$ cat config.mk
export PLATFORM = sky130hd
export DESIGN_NAME = digital_tube_ctrl
export DESIGN_NICKNAME = d
export VERILOG_FILES = /design/src/rtl/digital_tube_ctrl_pkg.sv /design/src/rtl/digital_tube_ctrl_hex_to_seg.sv /design/src/rtl/digital_tube_ctrl.sv
export SDC_FILE = /design/constraint.sdc
export NUM_CORES = 1
export LEC_CHECK = 0
export BUFFER_PORTS_ARGS = -buffer_cell sky130_fd_sc_hd__buf_2
export CAP_MARGIN = 10
export CORE_MARGIN = 5
export CORE_UTILIZATION = 40
export CTS_BUF_LIST = sky130_fd_sc_hd__clkbuf_4 sky130_fd_sc_hd__clkbuf_8 sky130_fd_sc_hd__clkbuf_16
export CTS_CLUSTER_DIAMETER = 40
export DETAILED_ROUTE_END_ITERATION = 8
export PLACE_DENSITY_LB_ADDON = 0.12
export REMOVE_ABC_BUFFERS = 1
export SYNTH_ARGS = -nofsm -noshare
export SYNTH_HDL_FRONTEND = slang
export SYNTH_SLANG_ARGS = --single-unit
$ cat constraint.sdc
create_clock -name clk -period 3.15 [get_ports clk]
set_input_delay 0.4725 -clock clk [delete_from_list [all_inputs] [get_ports clk]]
set_output_delay 0.4725 -clock clk [all_outputs]
set_load 0.02 [all_outputs]
$ cat src/rtl/digital_tube_ctrl_pkg.sv
// Shared definitions for the seven-segment tube controller: register map,
// CTRL field layout, segment code table and the byte-merge helper.
package digital_tube_ctrl_pkg;

  localparam logic DATA_ADDR = 1'b0;
  localparam logic CTRL_ADDR = 1'b1;

  localparam int unsigned CTRL_VAL_LSB = 0;
  localparam int unsigned CTRL_VAL_MSB = 3;
  localparam int unsigned CTRL_EN_BIT  = 4;
  localparam int unsigned CTRL_W       = 5;
  localparam logic [CTRL_W-1:0] CTRL_RESET = 5'h10;

  localparam logic [7:0] SEG_BLANK = 8'hFF;
  localparam logic [3:0] SEL_OFF   = 4'hF;

  // Active-low segment codes, dp off; entry i is the glyph for hex digit i.
  localparam logic [15:0][7:0] SEG_TABLE = {
    8'h8E, 8'h86, 8'hA1, 8'hC6, 8'h83, 8'h88, 8'h90, 8'h80,
    8'hF8, 8'h82, 8'h92, 8'h99, 8'hB0, 8'hA4, 8'hF9, 8'hC0
  };

  typedef struct packed {
    logic [7:0] seg0;
    logic [3:0] sel0;
    logic [7:0] seg1;
    logic [3:0] sel1;
    logic [7:0] seg2;
    logic       sel2;
  } tube_out_t;

  localparam tube_out_t TUBE_OUT_BLANK = '{
    seg0: SEG_BLANK, sel0: SEL_OFF,
    seg1: SEG_BLANK, sel1: SEL_OFF,
    seg2: SEG_BLANK, sel2: 1'b1
  };

  function automatic logic [31:0] merge_bytes(input logic [31:0] old_val,
                                              input logic [31:0] new_val,
                                              input logic [3:0]  be);
    logic [31:0] res;
    res = old_val;
    for (int b = 0; b < 4; b++) begin
      if (be[b]) begin
        res[8*b +: 8] = new_val[8*b +: 8];
      end else begin
        res[8*b +: 8] = old_val[8*b +: 8];
      end
    end
    return res;
  endfunction

  function automatic logic [3:0] digit_sel_n(input logic [1:0] idx);
    return ~(4'b0001 << idx);
  endfunction

endpackage

$ cat src/rtl/digital_tube_ctrl_hex_to_seg.sv
// Combinational hex digit to active-low seven-segment code decoder.
module hex_to_seg
  import digital_tube_ctrl_pkg::*;
(
  input  logic [3:0] hex,
  output logic [7:0] seg
);

  assign seg = SEG_TABLE[hex];

endmodule

$ cat src/rtl/digital_tube_ctrl.sv
// Bus-mapped controller that time-multiplexes a 32-bit DATA word and a CTRL
// nibble onto two four-digit tube groups and one single-digit tube.
module digital_tube_ctrl
  import digital_tube_ctrl_pkg::*;
#(
  parameter int unsigned SCAN_DIV = 50000
) (
  input  logic        clk,
  input  logic        reset,
  input  logic        we,
  input  logic        addr,
  input  logic [3:0]  byte_en,
  input  logic [31:0] wdata,
  output logic [31:0] rdata,
  output logic [7:0]  digital_tube0,
  output logic [3:0]  digital_tube_sel0,
  output logic [7:0]  digital_tube1,
  output logic [3:0]  digital_tube_sel1,
  output logic [7:0]  digital_tube2,
  output logic        digital_tube_sel2
);

  localparam int unsigned CNT_W = (SCAN_DIV > 1) ? $clog2(SCAN_DIV) : 1;
  localparam logic [CNT_W-1:0] CNT_LAST = CNT_W'(SCAN_DIV - 1);

  logic [31:0]       data_q, data_d;
  logic [CTRL_W-1:0] ctrl_q, ctrl_d;
  logic [CNT_W-1:0]  cnt_q, cnt_d;
  logic [1:0]        idx_q, idx_d;
  tube_out_t         out_q, out_d;

  logic       enable_s;
  logic [3:0] digit0_s, digit1_s;
  logic [7:0] seg0_s, seg1_s, seg2_s;

  assign enable_s = ctrl_q[CTRL_EN_BIT];

  always_comb begin
    data_d = data_q;
    ctrl_d = ctrl_q;
    if (we && (addr == DATA_ADDR)) begin
      data_d = merge_bytes(data_q, wdata, byte_en);
    end else if (we && (addr == CTRL_ADDR) && byte_en[0]) begin
      ctrl_d = wdata[CTRL_W-1:0];
    end else begin
      data_d = data_q;
      ctrl_d = ctrl_q;
    end
  end

  always_comb begin
    if (addr == CTRL_ADDR) begin
      rdata = {{(32-CTRL_W){1'b0}}, ctrl_q};
    end else begin
      rdata = data_q;
    end
  end

  // Scan is parked at slot 0 while disabled so re-enabling restarts at digit 0.
  always_comb begin
    cnt_d = cnt_q;
    idx_d = idx_q;
    if (!enable_s) begin
      cnt_d = '0;
      idx_d = 2'd0;
    end else if (cnt_q == CNT_LAST) begin
      cnt_d = '0;
      idx_d = idx_q + 2'd1;
    end else begin
      cnt_d = cnt_q + CNT_W'(1);
      idx_d = idx_q;
    end
  end

  always_comb begin
    digit0_s = 4'h0;
    digit1_s = 4'h0;
    case (idx_q)
      2'd0: begin
        digit0_s = data_q[3:0];
        digit1_s = data_q[19:16];
      end
      2'd1: begin
        digit0_s = data_q[7:4];
        digit1_s = data_q[23:20];
      end
      2'd2: begin
        digit0_s = data_q[11:8];
        digit1_s = data_q[27:24];
      end
      2'd3: begin
        digit0_s = data_q[15:12];
        digit1_s = data_q[31:28];
      end
      default: begin
        digit0_s = 4'h0;
        digit1_s = 4'h0;
      end
    endcase
  end

  hex_to_seg u_seg0 (.hex(digit0_s), .seg(seg0_s));
  hex_to_seg u_seg1 (.hex(digit1_s), .seg(seg1_s));
  hex_to_seg u_seg2 (.hex(ctrl_q[CTRL_VAL_MSB:CTRL_VAL_LSB]), .seg(seg2_s));

  always_comb begin
    out_d = TUBE_OUT_BLANK;
    if (enable_s) begin
      out_d.seg0 = seg0_s;
      out_d.sel0 = digit_sel_n(idx_q);
      out_d.seg1 = seg1_s;
      out_d.sel1 = digit_sel_n(idx_q);
      out_d.seg2 = seg2_s;
      out_d.sel2 = 1'b0;
    end else begin
      out_d = TUBE_OUT_BLANK;
    end
  end

  always_ff @(posedge clk) begin
    if (reset) begin
      data_q <= 32'h0000_0000;
      ctrl_q <= CTRL_RESET;
      cnt_q  <= '0;
      idx_q  <= 2'd0;
      out_q  <= TUBE_OUT_BLANK;
    end else begin
      data_q <= data_d;
      ctrl_q <= ctrl_d;
      cnt_q  <= cnt_d;
      idx_q  <= idx_d;
      out_q  <= out_d;
    end
  end

  assign digital_tube0     = out_q.seg0;
  assign digital_tube_sel0 = out_q.sel0;
  assign digital_tube1     = out_q.seg1;
  assign digital_tube_sel1 = out_q.sel1;
  assign digital_tube2     = out_q.seg2;
  assign digital_tube_sel2 = out_q.sel2;

endmodule

Yosys cells after proc, flatten, opt, wreduce, memory -nomap -nowiden. Memory sizes are Yosys's and may differ from the RTL's. A register that Yosys moved wholly into a read port is not among the register bits. Cells that the tools add are included.

$add $sub $neg: 2. Eq/ne operators: 4. Shift operators: 1. Multiplexer cells: 4. Bitwise operators: 4. Reduce and logical (&&, ||, !) cells: 11.

Operator list (number): 32-bit two-way mux (1); 4-bit case mux with 4 select lines (2); 16-bit by 1-bit adder with 16-bit output, second input constant (1); 16-bit == test, second input constant (1); 2-bit AND reduction (5); 2-bit == test, second input constant (2); 4-bit NOT (1); 1-bit by 2-bit left shift with 4-bit output, first input constant (1); 1-bit logical AND (3); 1-bit NOT (3); 3-bit OR reduction (1); 2-bit by 1-bit adder with 2-bit output, second input constant (1); 2-bit by 1-bit == test with 1-bit output, second input constant (1); 2-bit zero test (1); 2-bit OR reduction (1); 1-bit two-way mux (1).

Register bits: 60. Memory bits (read-only): 384. Input bits: 40. Output and inout bits: 65. Word-level logic and storage cells: 38. Memories kept: 3.

Memories: (no name shown) (depth 16, width 8, rd ports 1, clocked after memory_dff 1, wr ports 0, RTL line digital_tube_ctrl_hex_to_seg.sv:9) `assign seg = SEG_TABLE[hex];`; (no name shown) (depth 16, width 8, rd ports 1, clocked after memory_dff 1, wr ports 0, RTL line digital_tube_ctrl_hex_to_seg.sv:9); (no name shown) (depth 16, width 8, rd ports 1, clocked after memory_dff 1, wr ports 0, RTL line digital_tube_ctrl_hex_to_seg.sv:9).

Logic depth before layout (Yosys ltp).
Depth in word-level cells: 4. Mapped depth: 12. Depth with buffers taken out: 11.

Hierarchy. Synthesis repeated with hierarchy kept, for this count alone.

Cells, all modules: 490. Area total of the unflattened synthesis: 4259.1 sq um.

By module, submodules not included: digital_tube_ctrl (instances 1, cells an instance 388, area each 3399.5 sq um, sequential area each 1681.6 sq um); hex_to_seg (instances 3, cells an instance 34, area each 286.5 sq um, sequential area each 0.0 sq um).

Worst setup path before layout. Ideal clock, no wire load.

Path kind: reg2reg. From: reg idx_q[0]. To: reg, netlist name digital_tube0[0]. Library setup time: 0.129 ns. Arrival: 2.029 ns. Data required time: 3.021 ns. Slack: 0.992 ns. Stages on the path, launching flop included: 12. Buffers on the path: 1. Period minus slack after synthesis: 2.158 ns. Path through: dfxtp_1 -> inv_1 -> ha_1 -> buf_6 -> a222oi_1 -> nand2_1 -> o21ai_0 -> inv_1 -> ha_1 -> nor2_1 -> a221o_1 -> nand2_1.

Longest elaborated chain between the ends: 2. Elaborated cells on any way between the ends: 5. Those cells by class: eq/ne (3); mux (1); reduce/logical (1).

Ends and longest elaborated chain: start, declared (RTL line digital_tube_ctrl.sv:29) `logic [1:0] idx_q, idx_d;`; start signal, assigned (RTL line digital_tube_ctrl.sv:131) `idx_q <= idx_d;`; 2-bit == test (tied with other cells) (RTL line digital_tube_ctrl.sv:78) `case (idx_q)`; 4-bit case mux with 4 select lines (*) (RTL line digital_tube_ctrl.sv:78).

Mark *: on every way between the ends. The rest lies on a longest branch, timed or not. A chain may end at the register's enable or synchronous reset.

Worst setup path after layout.
From: reg idx_q[0]. To: reg, netlist name digital_tube0[3].

Longest elaborated chain between the ends: 2. Elaborated cells on any way between the ends: 5. Those cells by class: eq/ne (3); mux (1); reduce/logical (1).

Ends and longest elaborated chain (RTL line): 2-bit == test (tied with other cells) (digital_tube_ctrl.sv:78); 4-bit case mux with 4 select lines (*) (digital_tube_ctrl.sv:78).

Marked as above.

==> results.toml <==
[placed_design]
dp_slack_ps = 687
gp_congestion = 0.791
dpl_cell_area_mm2 = 0.00450
place_hpwl_um = 7250
place_inst = 672
place.port_buffers = 101

[worst_setup_path]
critical_path.max_fanout = 9
critPathRequiredTime_ps = 3340
crit_cells = 11
cp-end-kind = "register"
critPathArrivalTime_ps = 2670
cpMostUsedCell = "inv_1"
start_kind = "register"
rr_worst_depth = 11
worstPathCellList = "inv_1, ha_1, a222oi_1, nand2_1, o21ai_0, inv_1, ha_1, inv_1, nor2_1, a21oi_1, a31oi_1"
slowest_delay_ps = 400
critPathKind = "register to register"
critPathBufInv = 3
worst_path_max_delay_cell = "a222oi_1"
cp_top_family = "compound AO/OA/AOI/OAI gates"

[clocking]
clk_pin_slew_ps = 80
insertion_delay_ps = 350
cts_hold_buf = 0
cts_setup_buffers = 0
cts_resized = 0
cts_buffers = 9
cts_tree = "yes"
cts_max_level = 3
cts_root_buf = "clkbuf_8"
cts.sinks = 81
cts_buffer_depth = 2

[sta]
slew_headroom_pct = 24.9
tns_ps = 0
finalCritPeriodShare_pct = 78.9
setup_viol = 0
fin_ws_ps = 666
fmax_ghz = 0.403
clock_skew_ps = 4.97
hold_viol_final = 0
period_minus_slack_ps = 2480
tightest_slew_ps = 1100
rsz0062_at_grt = "false"
final-max-slew-violation-count = 0
holdWs_ps = 368

[synthesis]
async_reset_ff_share_pct = 0
ys_seq_elements = 81
netlist_area_mm2 = 0.00399
ys_seq_area_share_pct = 40.7
yosys_most_used_dff = "dfxtp_1"
syn_inst = 469
synth_edf_count = 0
synth.avg_cell_area_um2 = 8.50
yosys.area.top_type = "dfxtp_1"
synth_cell_types = 45
ys_warn_count = 0
synth.area.top_cells = "dfxtp_1 41%, ha_1 7.5%, nand3_1 5.3%"
synth_top_area_share_pct = 40.7

[power]
swShare_pct = 26.1
design_power_total_mw = 2.13
internal-power_mw = 1.58
pwr-share-seq_pct = 51.3
ir_drop_v = 0.000226
leakagePower_nw = 1.94
comb_power_share_pct = 12.3
p_sw_uw = 555
clkPwrFrac_pct = 36.4
power.density_mw_per_mm2 = 453

[final_layout]
syn_to_final_growth_pct = 17.8
design_area_mm2 = 0.00470
fin_cells = 687
final_common_cell = "buf_2"
num_antenna_cells = 0
final_nets = 614
final_cell_mix = "101 x buf_2, 81 x dfxtp_1, 54 x nand2_1"
drive_gt1_share_pct = 23.1
fin_util_pct = 48.3

[floorplan]
die_area_mm2 = 0.0121
design.core.area_mm2 = 0.00973
dieHeight_um = 110
start_util_pct = 41.0
rows = 36
die_x_um = 110
ios = 105

[global_routing]
grt_pass1_wl_um = 16200
grtUsageMet1_pct = 23.6
grtUsageMet3_pct = 2.94
use_met2_pct = 26.0
grt_max_degree = 38
track_usage_pct = 16.9
grt-ovfl-total = 0
grt.busiest_layer = "met2"
antenna_found_initial = 0
grt_pass1_vias = 3415

[detailed_routing]
num_vias = 3403
dr.pass1.iters = 5
drc_errors = 0
drtAntennaViolNets = 0
drt_iter0_markers = 181
wl_per_cell_um = 14.1
routed_via_density = 4.95
wirelength_um = 9710

[min_path]
whs_path_depth = 3
hold_path_class = "input port to register"

[job]
drv_cap = 0

[run_status]
status = "finished, final reports clean"
[synthesized netlist by cell type (2+ instances only)]
cell,instances
inv_1,21
buf_4,8
mux2i_1,19
o21ai_1,4
xnor2_1,9
nand2_1,54
xor2_1,6
nor3_1,3
nor4b_1,2
nor2b_1,27
and4_1,2
a221o_1,3
nor2_1,37
buf_6,3
a21oi_1,38
a222oi_1,8
buf_1,3
or2_1,2
o211ai_1,5
and2_1,2
ha_1,24
o21ai_0,11
a31oi_1,6
o221ai_1,4
nand3_1,42
clkbuf_1,18
dfxtp_1,81
mux2_2,3
and3_1,3
buf_2,4
nand2b_1,3
[routing by layer]
layer | wire length, um | vias up
li1 | - | 1751
met1 | 4810 | 1544
met2 | 4290 | 99
met3 | 511 | 9
met4 | 106 | 0
met5 | 0 | -
[registers in the layout, summed over array words and instances, names as in the netlist]
signal and cells:
cnt_q 16, digital_tube_sel1 4, digital_tube_sel2 1, data_q 32, digital_tube1 7, digital_tube2 7, ctrl_q 5, digital_tube0 7
idx_q 2
[worst reg2reg max path, cell delays in order (launching register included)]
cell and delay [ps]:
dfxtp_1 360, inv_1 100, ha_1 320, a222oi_1 410, nand2_1 100, o21ai_0 280, inv_1 190, ha_1 240
inv_1 70, nor2_1 40, a21oi_1 120, a31oi_1 90
[kinds of logic (layout without fill, tap and decap cells)]
logic type	Yosys count	in the layout	synth area share [%]
buf+inv	58	141	6.90
fa+ha+maj	24	24	7.53
xor+xnor	15	15	3.29
simple gates	181	181	21.6
other cells	1	3	0.0940
flops	81	81	40.7
compound gates	85	85	13.6
mux	24	24	6.34
[power by group through the flow]
stage	clock network (mW)	logic (mW)	registers, mW
after global routing	0.835	0.293	1.10
after CTS	0.791	0.264	1.09
final	0.775	0.262	1.09
after detailed placement	0	0.263	1.12
after floorplan	0	0.119	1.15
after global placement	0	0.262	1.12
[path summary, 6_finish.rpt]
path                 endpoint  slack [ps]      start
min                data_q[23]         370  wdata[23]
max reg2reg  digital_tube0[3]         670   idx_q[0]
min reg2reg          cnt_q[0]         450   cnt_q[0]
max          digital_tube0[3]         670   idx_q[0]
[layout make-up]
class	instances	area (um2)
multi-input combinational	332	2100
timing repair buffer	104	528
sequential	81	1620
inverter	22	82.6
clock buffer	12	159
tap	133	166
clock inverter	3	40.0
fill	1021	5030
Power figures use the tool's default switching activity.
